===== config.mk =====
export PLATFORM = sky130hd
export DESIGN_NAME = ssp_tx_fifo
export DESIGN_NICKNAME = d
export VERILOG_FILES = /design/src/rtl/ssp_pkg.sv /design/src/rtl/ssp_tx_fifo.sv
export SDC_FILE = /design/constraint.sdc
export NUM_CORES = 1
export LEC_CHECK = 0
export CAP_MARGIN = 20
export CORE_ASPECT_RATIO = 1.25
export CORE_MARGIN = 8
export CORE_UTILIZATION = 35
export DETAILED_ROUTE_END_ITERATION = 12
export DONT_BUFFER_PORTS = 1
export PLACE_DENSITY = 0.46
export SYNTH_ARGS = -nofsm -noshare
export SYNTH_HDL_FRONTEND = slang
export SYNTH_SLANG_ARGS = --single-unit

===== constraint.sdc =====
create_clock -name PCLK -period 2.43 [get_ports PCLK]
set_input_delay 0.3645 -clock PCLK [delete_from_list [all_inputs] [get_ports PCLK]]
set_output_delay 0.3645 -clock PCLK [all_outputs]
set_load 0.01 [all_outputs]

===== src/rtl/ssp_pkg.sv =====
// Shared constants and types for the synchronous serial port FIFOs.
package ssp_pkg;

    localparam int unsigned SSP_DATA_WIDTH      = 8;
    localparam int unsigned SSP_FIFO_DEPTH      = 4;
    localparam int unsigned SSP_FIFO_ADDR_WIDTH = 2;

    typedef logic [SSP_DATA_WIDTH-1:0] ssp_byte_t;

endpackage


===== src/rtl/ssp_tx_fifo.sv =====
// SSP transmit FIFO: buffers APB-written bytes for the serial engine.
// TXDATA is show-ahead and the transmit interrupt signals a full buffer.
module ssp_tx_fifo
    import ssp_pkg::*;
#(
    parameter int unsigned DATA_WIDTH = SSP_DATA_WIDTH,
    parameter int unsigned DEPTH      = SSP_FIFO_DEPTH,
    parameter int unsigned ADDR_WIDTH = SSP_FIFO_ADDR_WIDTH
) (
    input  logic                  PCLK,
    input  logic                  CLEAR,
    input  logic                  PSEL,
    input  logic                  PWRITE,
    input  logic [DATA_WIDTH-1:0] PWDATA,
    input  logic                  TX_POP,
    output logic [DATA_WIDTH-1:0] TXDATA,
    output logic                  TX_EMPTY,
    output logic                  TX_FULL,
    output logic                  SSPTXINTR
);

    localparam int unsigned CNT_W = ADDR_WIDTH + 1;

    logic [DATA_WIDTH-1:0] mem [DEPTH];
    logic [ADDR_WIDTH-1:0] wr_ptr;
    logic [ADDR_WIDTH-1:0] rd_ptr;
    logic [CNT_W-1:0]      count;
    logic                  wr_acc;
    logic                  rd_acc;

    // Accepts are qualified by flags decoded from registered count only.
    assign wr_acc = PSEL & PWRITE & ~TX_FULL;
    assign rd_acc = TX_POP & ~TX_EMPTY;

    always_ff @(posedge PCLK or posedge CLEAR) begin
        if (CLEAR) begin
            for (int i = 0; i < int'(DEPTH); i++) begin
                mem[i] <= '0;
            end
            wr_ptr <= '0;
            rd_ptr <= '0;
            count  <= '0;
        end else begin
            if (wr_acc) begin
                mem[wr_ptr] <= PWDATA;
                wr_ptr      <= wr_ptr + ADDR_WIDTH'(1);
            end
            if (rd_acc) begin
                rd_ptr <= rd_ptr + ADDR_WIDTH'(1);
            end
            case ({wr_acc, rd_acc})
                2'b10:   count <= count + CNT_W'(1);
                2'b01:   count <= count - CNT_W'(1);
                default: count <= count;
            endcase
        end
    end

    assign TXDATA    = mem[rd_ptr];
    assign TX_EMPTY  = (count == '0);
    assign TX_FULL   = (count == CNT_W'(DEPTH));
    assign SSPTXINTR = TX_FULL;

endmodule


==> results of run 1 <==
report_power, final:
group	switching (mW)	internal, mW
registers	0.228	0.981
clock network	0.212	0.201
logic	0.423	0.601
total	0.863	1.78
kinds of logic after synthesis:
family | share of synthesized area
xor gates and xnor gates | 0.0291
muxes | 0.311
AOI/OAI and AO/OA | 0.00554
buffers and inverters | 0.0235
adders and majority gates | 0.0457
DFF | 0.540
and+or+nand+nor | 0.0457
per-stage QoR:
step                 util  hold WS (ns)
global placement    0.384         0.401
CTS                 0.400        0.0967
global route        0.400         0.126
finish              0.400        0.0732
floorplan               -         0.475
detailed placement  0.384         0.415
state kept, by name, indices dropped and copies added (netlist names):
signal / cells
mem: 32
count: 3
wr_ptr: 2
rd_ptr: 2
layout make-up:
class / instances / area, um2
clock inverters: 1 / 5.00
clock buffers: 7 / 76.3
flip-flops and latches: 39 / 976
well taps: 62 / 77.6
repair buffers: 9 / 67.6
fillers: 468 / 3030
multi-input cells: 65 / 790
inverters: 7 / 26.3
metal layers:
layer / vias to the layer above / routed length [um] / share of wire
met3: 5 / 220 / 0.063
li1: 434 / - / -
met5: - / 0 / 0
met2: 19 / 1760 / 0.50
met4: 0 / 65 / 0.019
met1: 491 / 1460 / 0.42
worst paths after layout:
| path | to | slack, ns | depth (start not counted) |
|---|---|---|---|
| worst max-delay path | TXDATA[4] | 0.49 | 2 |
| worst min-delay path | mem[8] | 0.07 | 2 |
| worst max register to register | count[2] | 0.51 | 9 |
| worst min register to register | mem[9] | 0.50 | 1 |
| max in group asynchronous | rd_ptr[1] | 2.00 | 2 |
| min in group PCLK | mem[24] | 0.22 | 1 |
layout by cell type (no fill, tap or decap), drive strengths merged:
| cell type | Yosys | final |
|---|---|---|
| xor2 | 3 | 3 |
| ha | 5 | 5 |
| o31a | 1 | 1 |
| nor3 | 1 | 1 |
| fa | 1 | 1 |
| nor3b | 5 | 5 |
| mux2 | 33 | 33 |
| nand2 | 2 | 2 |
| mux2i | 1 | 1 |
| mux4 | 8 | 8 |
| dfrtp | 39 | 39 |
| nor2 | 2 | 2 |
| clkinv | 0 | 1 |
| inv | 7 | 7 |
| xnor2 | 3 | 3 |
| clkbuf | 0 | 7 |
| buf | 3 | 9 |
worst reg2reg max path, stage by stage, from the launching register on:
cell                      delay [ns]
sky130_fd_sc_hd__dfrtp_1        0.44
sky130_fd_sc_hd__nor3b_2        0.20
sky130_fd_sc_hd__nor2_1         0.11
sky130_fd_sc_hd__inv_1          0.07
sky130_fd_sc_hd__ha_1           0.18
sky130_fd_sc_hd__inv_1          0.06
sky130_fd_sc_hd__fa_1           0.37
sky130_fd_sc_hd__xor2_1         0.15
sky130_fd_sc_hd__nor2_1         0.11
sky130_fd_sc_hd__xor2_1         0.16
==> impl_results.html, run 1 <==
<table>
<tr><th>Metric</th><th>Value</th></tr>
<tr><th colspan="2">Place</th></tr>
<tr><td>Post-detail-place hpwl</td><td>2510 um</td></tr>
<tr><td>Post-placement cell area</td><td>1940 um2</td></tr>
<tr><td>Pre-CTS setup slack</td><td>~0.48 ns</td></tr>
<tr><td>Gp weighted congestion</td><td>0.706</td></tr>
<tr><td>I/O Buffers</td><td>0</td></tr>
<tr><td>Number of instances in the placed design</td><td>approximately 180</td></tr>
<tr><th colspan="2">Power</th></tr>
<tr><td>Reported leakage power</td><td>~0.87 nW</td></tr>
<tr><td>Power consumption</td><td>2.65 mW</td></tr>
<tr><td>Pwr Density</td><td>approximately 1300 nW/um2</td></tr>
<tr><td>Worst voltage drop across the vdd grid</td><td>0.000587 V</td></tr>
<tr><th colspan="2">Clocking</th></tr>
<tr><td>Maximum level of the CTS H-tree</td><td>2</td></tr>
<tr><td>Post-CTS setup-driven buffer insertion count</td><td>0</td></tr>
<tr><td>Root buffer selected by CTS</td><td>sky130_fd_sc_hd__clkbuf_8</td></tr>
<tr><td>Number of buffers inserted for hold repair after clock tree synthesis</td><td>0</td></tr>
<tr><td>Sink count of the clock tree</td><td>39</td></tr>
<tr><td>Largest buffer count on any clock path</td><td>2</td></tr>
<tr><td>Number of CTS-inserted buffers</td><td>5</td></tr>
<tr><td>Clock tree from TritonCTS</td><td>built</td></tr>
<tr><td>PostCTS Resize Cnt</td><td>0</td></tr>
<tr><td>Clock transition at path regs</td><td>0.07 ns</td></tr>
<tr><td>Clock latency at the later pin of the worst-skew pair</td><td>~0.28 ns</td></tr>
<tr><th colspan="2">Floorplanning</th></tr>
<tr><td>Initial Util</td><td>0.358</td></tr>
<tr><td>Vertical die dimension</td><td>96.4 um</td></tr>
<tr><td>Die Outline Area</td><td>7740 um2</td></tr>
<tr><td>Core box area</td><td>just over 5000 um2</td></tr>
<tr><td>Width of the die</td><td>80.3 um</td></tr>
<tr><td>I/O pin count</td><td>24</td></tr>
<tr><td>Std-Cell Rows</td><td>29</td></tr>
<tr><th colspan="2">STA</th></tr>
<tr><td>Total negative setup slack</td><td>0 ns</td></tr>
<tr><td>Final-report hold violation count</td><td>0</td></tr>
<tr><td>Achievable clock frequency</td><td>515 MHz</td></tr>
<tr><td>Post-route fraction of the period consumed by the critical path</td><td>0.799</td></tr>
<tr><td>Slew at the pin closest to its max-slew limit</td><td>0.499 ns</td></tr>
<tr><td>Final Slew Violations</td><td>0</td></tr>
<tr><td>RSZ-0062 raised after global routing</td><td>no</td></tr>
<tr><td>Final Worst Setup Slack</td><td>0.489 ns</td></tr>
<tr><td>Fin Clk Skew</td><td>just over 0.005 ns</td></tr>
<tr><td>Rel. slew slack</td><td>0.667</td></tr>
<tr><td>Count of endpoints failing setup in the final report</td><td>0</td></tr>
<tr><td>Period minus WS final</td><td>just under 2 ns</td></tr>
<tr><th colspan="2">Worst setup path</th></tr>
<tr><td>Launching element of the worst setup path</td><td>rd_ptr[0]</td></tr>
<tr><td>Gate family responsible for the most delay along the worst path</td><td>multiplexers</td></tr>
<tr><td>Launch point of the worst reg-to-reg path</td><td>count[0]</td></tr>
<tr><td>Critical path peak fanout</td><td>7</td></tr>
<tr><td>Required time of the critical path</td><td>2.07 ns</td></tr>
<tr><td>Type of the worst setup path</td><td>flop to output pin</td></tr>
<tr><td>Signal arrival time at the worst endpoint</td><td>around 1.6 ns</td></tr>
<tr><td>Sort of element at the start of the critical path</td><td>flop</td></tr>
<tr><td>Type of destination of the critical path</td><td>output pin</td></tr>
<tr><td>CP Cell Sequence</td><td>buf_4 &gt; mux4_2</td></tr>
<tr><td>Max incr delay on CP</td><td>about 0.57 ns</td></tr>
<tr><td>Critical path's slowest cell</td><td>sky130_fd_sc_hd__mux4_2</td></tr>
<tr><td>Number of buffers and inverters on the critical path</td><td>1</td></tr>
<tr><th colspan="2">Flow run</th></tr>
<tr><td>Max-cap violations</td><td>0</td></tr>
<tr><th colspan="2">Yosys</th></tr>
<tr><td>Most frequent cells after synthesis</td><td>sky130_fd_sc_hd__dfrtp_1, sky130_fd_sc_hd__mux2_2, sky130_fd_sc_hd__mux4_2</td></tr>
<tr><td>Syn Inst Count</td><td>114</td></tr>
<tr><td>Synth top area cells</td><td>sky130_fd_sc_hd__dfrtp_1, sky130_fd_sc_hd__mux2_2, sky130_fd_sc_hd__mux4_2, sky130_fd_sc_hd__ha_1, sky130_fd_sc_hd__nor3b_2</td></tr>
<tr><td>FFs w/ async S/R, synth</td><td>1.00</td></tr>
<tr><td>Most numerous cell in the Yosys netlist</td><td>sky130_fd_sc_hd__dfrtp_1</td></tr>
<tr><td>Share of synthesized area occupied by flip-flops and latches</td><td>0.540</td></tr>
<tr><td>Post-synthesis net count</td><td>133</td></tr>
<tr><td>Post-synth top area share</td><td>0.540</td></tr>
<tr><td>Distinct cell type count after synthesis</td><td>17</td></tr>
<tr><td>Leading register cell type out of synthesis</td><td>sky130_fd_sc_hd__dfrtp_1</td></tr>
<tr><td>Post-synthesis area per instance</td><td>around 16 um2</td></tr>
<tr><td>Flip-flop and latch count after synthesis</td><td>39</td></tr>
<tr><td>Cell accounting for the most synthesized area</td><td>sky130_fd_sc_hd__dfrtp_1</td></tr>
<tr><td>Cell Area, Synth</td><td>roughly 1800 um2</td></tr>
<tr><td>Yosys warning count</td><td>0</td></tr>
<tr><td>Number of synthesized flops with an enable pin</td><td>0</td></tr>
<tr><th colspan="2">Cells and area</th></tr>
<tr><td>Post-route standard cell area excluding fillers</td><td>2020 um2</td></tr>
<tr><td>Cell Count, Final, Fillers Out</td><td>190</td></tr>
<tr><td>Final net count</td><td>146</td></tr>
<tr><td>Antenna diodes</td><td>0</td></tr>
<tr><td>Layout cell share with drive strength beyond 1</td><td>0.484</td></tr>
<tr><td>Area overhead of the layout relative to synthesis</td><td>11.6%</td></tr>
<tr><th colspan="2">GRT</th></tr>
<tr><td>Pin count of the biggest net entering global routing</td><td>40</td></tr>
<tr><td>Number of global-route vias before repair</td><td>approximately 1000</td></tr>
<tr><td>Met2 GRT Util</td><td>0.164</td></tr>
<tr><td>Overflow left after global routing</td><td>0</td></tr>
<tr><td>Wire length of the first global-routing pass</td><td>5690 um</td></tr>
<tr><td>Fraction of met1 tracks used by global routing</td><td>0.110</td></tr>
<tr><td>Gr busiest metal</td><td>met2</td></tr>
<tr><td>Global routing usage summed across all routing layers</td><td>0.100</td></tr>
<tr><td>Met3 usage</td><td>0.0439</td></tr>
<tr><td>Number of antenna violations at the first check in global routing</td><td>0</td></tr>
<tr><th colspan="2">Drt</th></tr>
<tr><td>Routed vias</td><td>949</td></tr>
<tr><td>DR pass1 iterations</td><td>2</td></tr>
<tr><td>Post-route antenna net violation count</td><td>0</td></tr>
<tr><td>Routed WL per cell</td><td>18.5 um</td></tr>
<tr><td>Total Routed Length</td><td>3510 um</td></tr>
<tr><td>Starting DRT DRC Count</td><td>45</td></tr>
<tr><td>Via density per instance</td><td>4.99</td></tr>
<tr><td>DRC violations left</td><td>0</td></tr>
<tr><th colspan="2">Outcome</th></tr>
<tr><td>Run status</td><td>finished clean</td></tr>
<tr><th colspan="2">Min path</th></tr>
<tr><td>Path type of the worst min-delay path</td><td>primary input to async pin</td></tr>
</table>
Note: power is estimated with default switching activity, not from simulation.
==> inputs of run 2 (changes only) <==
Clock period 2.43 ns to 1.96 ns, I/O delays scaled along.
==> impl_results.html, run 2 (synthesis gave the netlist of run 1 again) <==
<table>
<tr><th>Metric</th><th>Value</th></tr>
<tr><th colspan="2">Clocking</th></tr>
<tr><td>Sink count of the clock tree</td><td>39 (unchanged)</td></tr>
<tr><td>Largest buffer count on any clock path</td><td>2 (unchanged)</td></tr>
<tr><td>Number of CTS-inserted buffers</td><td>5 (unchanged)</td></tr>
<tr><td>Clock tree from TritonCTS</td><td>built (unchanged)</td></tr>
<tr><td>Root buffer selected by CTS</td><td>sky130_fd_sc_hd__clkbuf_8 (unchanged)</td></tr>
<tr><td>Clock latency at the later pin of the worst-skew pair</td><td>0.29 ns (was 0.28 ns)</td></tr>
<tr><td>Clock transition at path regs</td><td>0.07 ns (about the same)</td></tr>
<tr><td>Maximum level of the CTS H-tree</td><td>2 (unchanged)</td></tr>
<tr><th colspan="2">STA</th></tr>
<tr><td>Count of endpoints failing setup in the final report</td><td>0 (unchanged)</td></tr>
<tr><td>RSZ-0062 raised after global routing</td><td>no (unchanged)</td></tr>
<tr><td>Post-route fraction of the period consumed by the critical path</td><td>0.927</td></tr>
<tr><td>Slew at the pin closest to its max-slew limit</td><td>0.496 ns (was 0.499 ns)</td></tr>
<tr><td>Achievable clock frequency</td><td>between 500 and 600 MHz</td></tr>
<tr><td>Fin Clk Skew</td><td>0.00395 ns (was 0.00505 ns)</td></tr>
<tr><td>Final Worst Setup Slack</td><td>0.144 ns (was 0.489 ns)</td></tr>
<tr><td>Period minus WS final</td><td>1.82 ns</td></tr>
<tr><td>Final-report hold violation count</td><td>0 (unchanged)</td></tr>
<tr><td>Rel. slew slack</td><td>0.669 (was 0.667)</td></tr>
<tr><td>Final Slew Violations</td><td>0 (unchanged)</td></tr>
<tr><th colspan="2">Min path</th></tr>
<tr><td>Path type of the worst min-delay path</td><td>primary input to async pin (unchanged)</td></tr>
<tr><th colspan="2">Power</th></tr>
<tr><td>Share of total power consumed by net switching</td><td>0.324 (was 0.326)</td></tr>
<tr><td>Part of the power in registers</td><td>0.440 (was 0.457)</td></tr>
<tr><td>Worst voltage drop across the vdd grid</td><td>0.000677 V (was 0.000587 V)</td></tr>
<tr><td>Part of the total power dissipated in the clock network</td><td>0.160 (was 0.156)</td></tr>
<tr><td>Reported leakage power</td><td>0.877 nW (was 0.865 nW)</td></tr>
<tr><td>Combinational fraction of design power</td><td>0.400 (was 0.387)</td></tr>
<tr><td>Switching power total</td><td>1.10 mW (was 863 uW)</td></tr>
<tr><td>Internal Pwr Total</td><td>2.29 mW (was 1.78 mW)</td></tr>
<tr><td>Pwr Density</td><td>1650 nW/um2 (was 1310 nW/um2)</td></tr>
<tr><th colspan="2">Drt</th></tr>
<tr><td>DRC violations left</td><td>0 (unchanged)</td></tr>
<tr><td>Via density per instance</td><td>5.06 (was 4.99)</td></tr>
<tr><td>Routed WL per cell</td><td>18.8 um (was 18.5 um)</td></tr>
<tr><td>DR pass1 iterations</td><td>2 (unchanged)</td></tr>
<tr><td>Starting DRT DRC Count</td><td>27 (was 45)</td></tr>
<tr><td>Post-route antenna net violation count</td><td>0 (unchanged)</td></tr>
<tr><td>Total Routed Length</td><td>3580 um (was 3510 um)</td></tr>
<tr><td>Routed vias</td><td>966 (was 949)</td></tr>
<tr><th colspan="2">Worst setup path</th></tr>
<tr><td>Signal arrival time at the worst endpoint</td><td>2.03 ns (was 1.58 ns)</td></tr>
<tr><td>Sort of element at the start of the critical path</td><td>flop (unchanged)</td></tr>
<tr><td>Gate family responsible for the most delay along the worst path</td><td>adder cells (was multiplexers)</td></tr>
<tr><td>Required time of the critical path</td><td>2.17 ns (was 2.07 ns)</td></tr>
<tr><td>Max incr delay on CP</td><td>0.45 ns (was 0.57 ns)</td></tr>
<tr><td>Type of the worst setup path</td><td>flop to flop (was flop to output pin)</td></tr>
<tr><td>CP Cell Sequence</td><td>nor3b_4 &gt; nor2_2 &gt; inv_1 &gt; ha_2 &gt; inv_1 &gt; fa_2 &gt; xor2_1 &gt; nor2_1 &gt; xor2_1 (was buf_4 &gt; mux4_2)</td></tr>
<tr><td>Critical path's slowest cell</td><td>sky130_fd_sc_hd__dfrtp_2 (was sky130_fd_sc_hd__mux4_2)</td></tr>
<tr><td>Type of destination of the critical path</td><td>flop (was output pin)</td></tr>
<tr><td>Number of buffers and inverters on the critical path</td><td>2 (was 1)</td></tr>
<tr><td>Critical path peak fanout</td><td>5 (was 7)</td></tr>
<tr><th colspan="2">Floorplanning</th></tr>
<tr><td>Width of the die</td><td>80.3 um (unchanged)</td></tr>
<tr><td>Std-Cell Rows</td><td>29 (unchanged)</td></tr>
<tr><td>I/O pin count</td><td>24 (unchanged)</td></tr>
<tr><td>Core box area</td><td>5040 um2 (unchanged)</td></tr>
<tr><td>Die Outline Area</td><td>7740 um2 (unchanged)</td></tr>
<tr><td>Initial Util</td><td>0.358 (unchanged)</td></tr>
<tr><td>Vertical die dimension</td><td>96.4 um (unchanged)</td></tr>
<tr><th colspan="2">Cells and area</th></tr>
<tr><td>Area overhead of the layout relative to synthesis</td><td>13.7% (was 11.6%)</td></tr>
<tr><td>Largest registers</td><td>mem x32, count x3 (unchanged)</td></tr>
<tr><td>Commonest cells after routing, fill and taps aside</td><td>sky130_fd_sc_hd__dfrtp_1, sky130_fd_sc_hd__mux2_2, sky130_fd_sc_hd__buf_4 (unchanged)</td></tr>
<tr><td>Top register by number of flip-flops</td><td>mem (unchanged)</td></tr>
<tr><td>Most frequent standard cell in the layout excluding fill and tap cells</td><td>sky130_fd_sc_hd__dfrtp_1 (unchanged)</td></tr>
<tr><td>Flip-flop count of the largest register after layout</td><td>32 (unchanged)</td></tr>
<tr><td>Layout cell share with drive strength beyond 1</td><td>0.543 (was 0.484)</td></tr>
<tr><td>Final design utilization</td><td>0.408 (was 0.400)</td></tr>
<tr><td>Final net count</td><td>148 (was 146)</td></tr>
<tr><td>Antenna diodes</td><td>0 (unchanged)</td></tr>
<tr><th colspan="2">GRT</th></tr>
<tr><td>Pin count of the biggest net entering global routing</td><td>40 (unchanged)</td></tr>
<tr><td>Global routing usage summed across all routing layers</td><td>0.104 (was 0.100)</td></tr>
<tr><td>Overflow left after global routing</td><td>0 (unchanged)</td></tr>
<tr><td>Number of antenna violations at the first check in global routing</td><td>0 (unchanged)</td></tr>
<tr><td>Number of global-route vias before repair</td><td>1087 (was 1044)</td></tr>
<tr><td>Wire length of the first global-routing pass</td><td>5920 um (was 5690 um)</td></tr>
<tr><th colspan="2">Place</th></tr>
<tr><td>I/O Buffers</td><td>0 (unchanged)</td></tr>
<tr><td>Pre-CTS setup slack</td><td>0.0762 ns (was 0.475 ns)</td></tr>
<tr><td>Gp weighted congestion</td><td>0.719 (was 0.706)</td></tr>
<tr><td>Post-detail-place hpwl</td><td>2490 um (was 2510 um)</td></tr>
<tr><th colspan="2">Flow run</th></tr>
<tr><td>Max-cap violations</td><td>0 (unchanged)</td></tr>
<tr><th colspan="2">Outcome</th></tr>
<tr><td>Run status</td><td>finished clean (unchanged)</td></tr>
</table>
## run 2: repair_timing
item / CTS / global route
buffers inserted: 0 / 3
endpoints found under the setup margin: 0 / 1
resized for setup: 0 / 2
hold buffers: 0 / 0
endpoints found under the hold margin: 0 / 0
## run 2: worst reg2reg max path, stage by stage, from the launching register on
cell                      delay [ns]
sky130_fd_sc_hd__dfrtp_2        0.45
sky130_fd_sc_hd__nor3b_4        0.21
sky130_fd_sc_hd__nor2_2         0.07
sky130_fd_sc_hd__inv_1          0.07
sky130_fd_sc_hd__ha_2           0.16
sky130_fd_sc_hd__inv_1          0.05
sky130_fd_sc_hd__fa_2           0.33
sky130_fd_sc_hd__xor2_1         0.15
sky130_fd_sc_hd__nor2_1         0.11
sky130_fd_sc_hd__xor2_1         0.15
## run 2: through the flow
| step | power (mW) | cell area [um2] | hold slack [ns] | TNS, ns | std cells |
|---|---|---|---|---|---|
| final | 3.39 | 2060 | 0.0185 | 0 | 191 |
| after global routing | 3.64 | 2060 | 0.0750 | 0 | 191 |
| after floorplan | 2.53 | 1820 | 0.446 | -0.0500 | 114 |
| after CTS | 3.43 | 2030 | 0.0288 | 0 | 188 |
| after detailed placement | 2.87 | 1940 | 0.346 | 0 | 181 |
| after global placement | 2.79 | 1940 | 0.337 | 0 | 181 |
## run 2: layout make-up
cell class / count / area [um2]
Fill cell: 465 / 2990
Sequential cell: 39 / 978
Multi-Input combinational cell: 65 / 803
Clock buffer: 6 / 82.6
Timing Repair Buffer: 11 / 82.6
Tap cell: 62 / 77.6
Inverter: 7 / 26.3
Clock inverter: 1 / 5.00
## run 2: worst paths after layout
| kind | start | end | slack [ns] | cells after the start |
|---|---|---|---|---|
| setup / recovery | count[0] | count[2] | 0.14 | 9 |
| hold / removal | CLEAR | mem[0] | 0.02 | 2 |
| setup reg to reg | count[0] | count[2] | 0.14 | 9 |
| hold reg to reg | mem[10] | mem[10] | 0.50 | 1 |
| max in group asynchronous | CLEAR | count[0] | 1.58 | 2 |
| min in group PCLK | PWDATA[6] | mem[30] | 0.15 | 1 |
## run 2: routing by layer
layer | track usage | vias to the layer above | wire, um
li1 | - | 431 | -
met1 | 0.113 | 511 | 1450
met2 | 0.175 | 19 | 1870
met3 | 0.0439 | 5 | 198
met4 | 0.0456 | 0 | 62
met5 | 0 | - | 0
## run 2: power groups by stage
stage / sequential (mW) / combinational [mW] / clock [mW]
detailed placement: 1.52 / 1.35 / 0
finish: 1.49 / 1.36 / 0.542
CTS: 1.50 / 1.36 / 0.573
floorplan: 1.39 / 1.14 / 0
global route: 1.56 / 1.49 / 0.600
global placement: 1.48 / 1.31 / 0
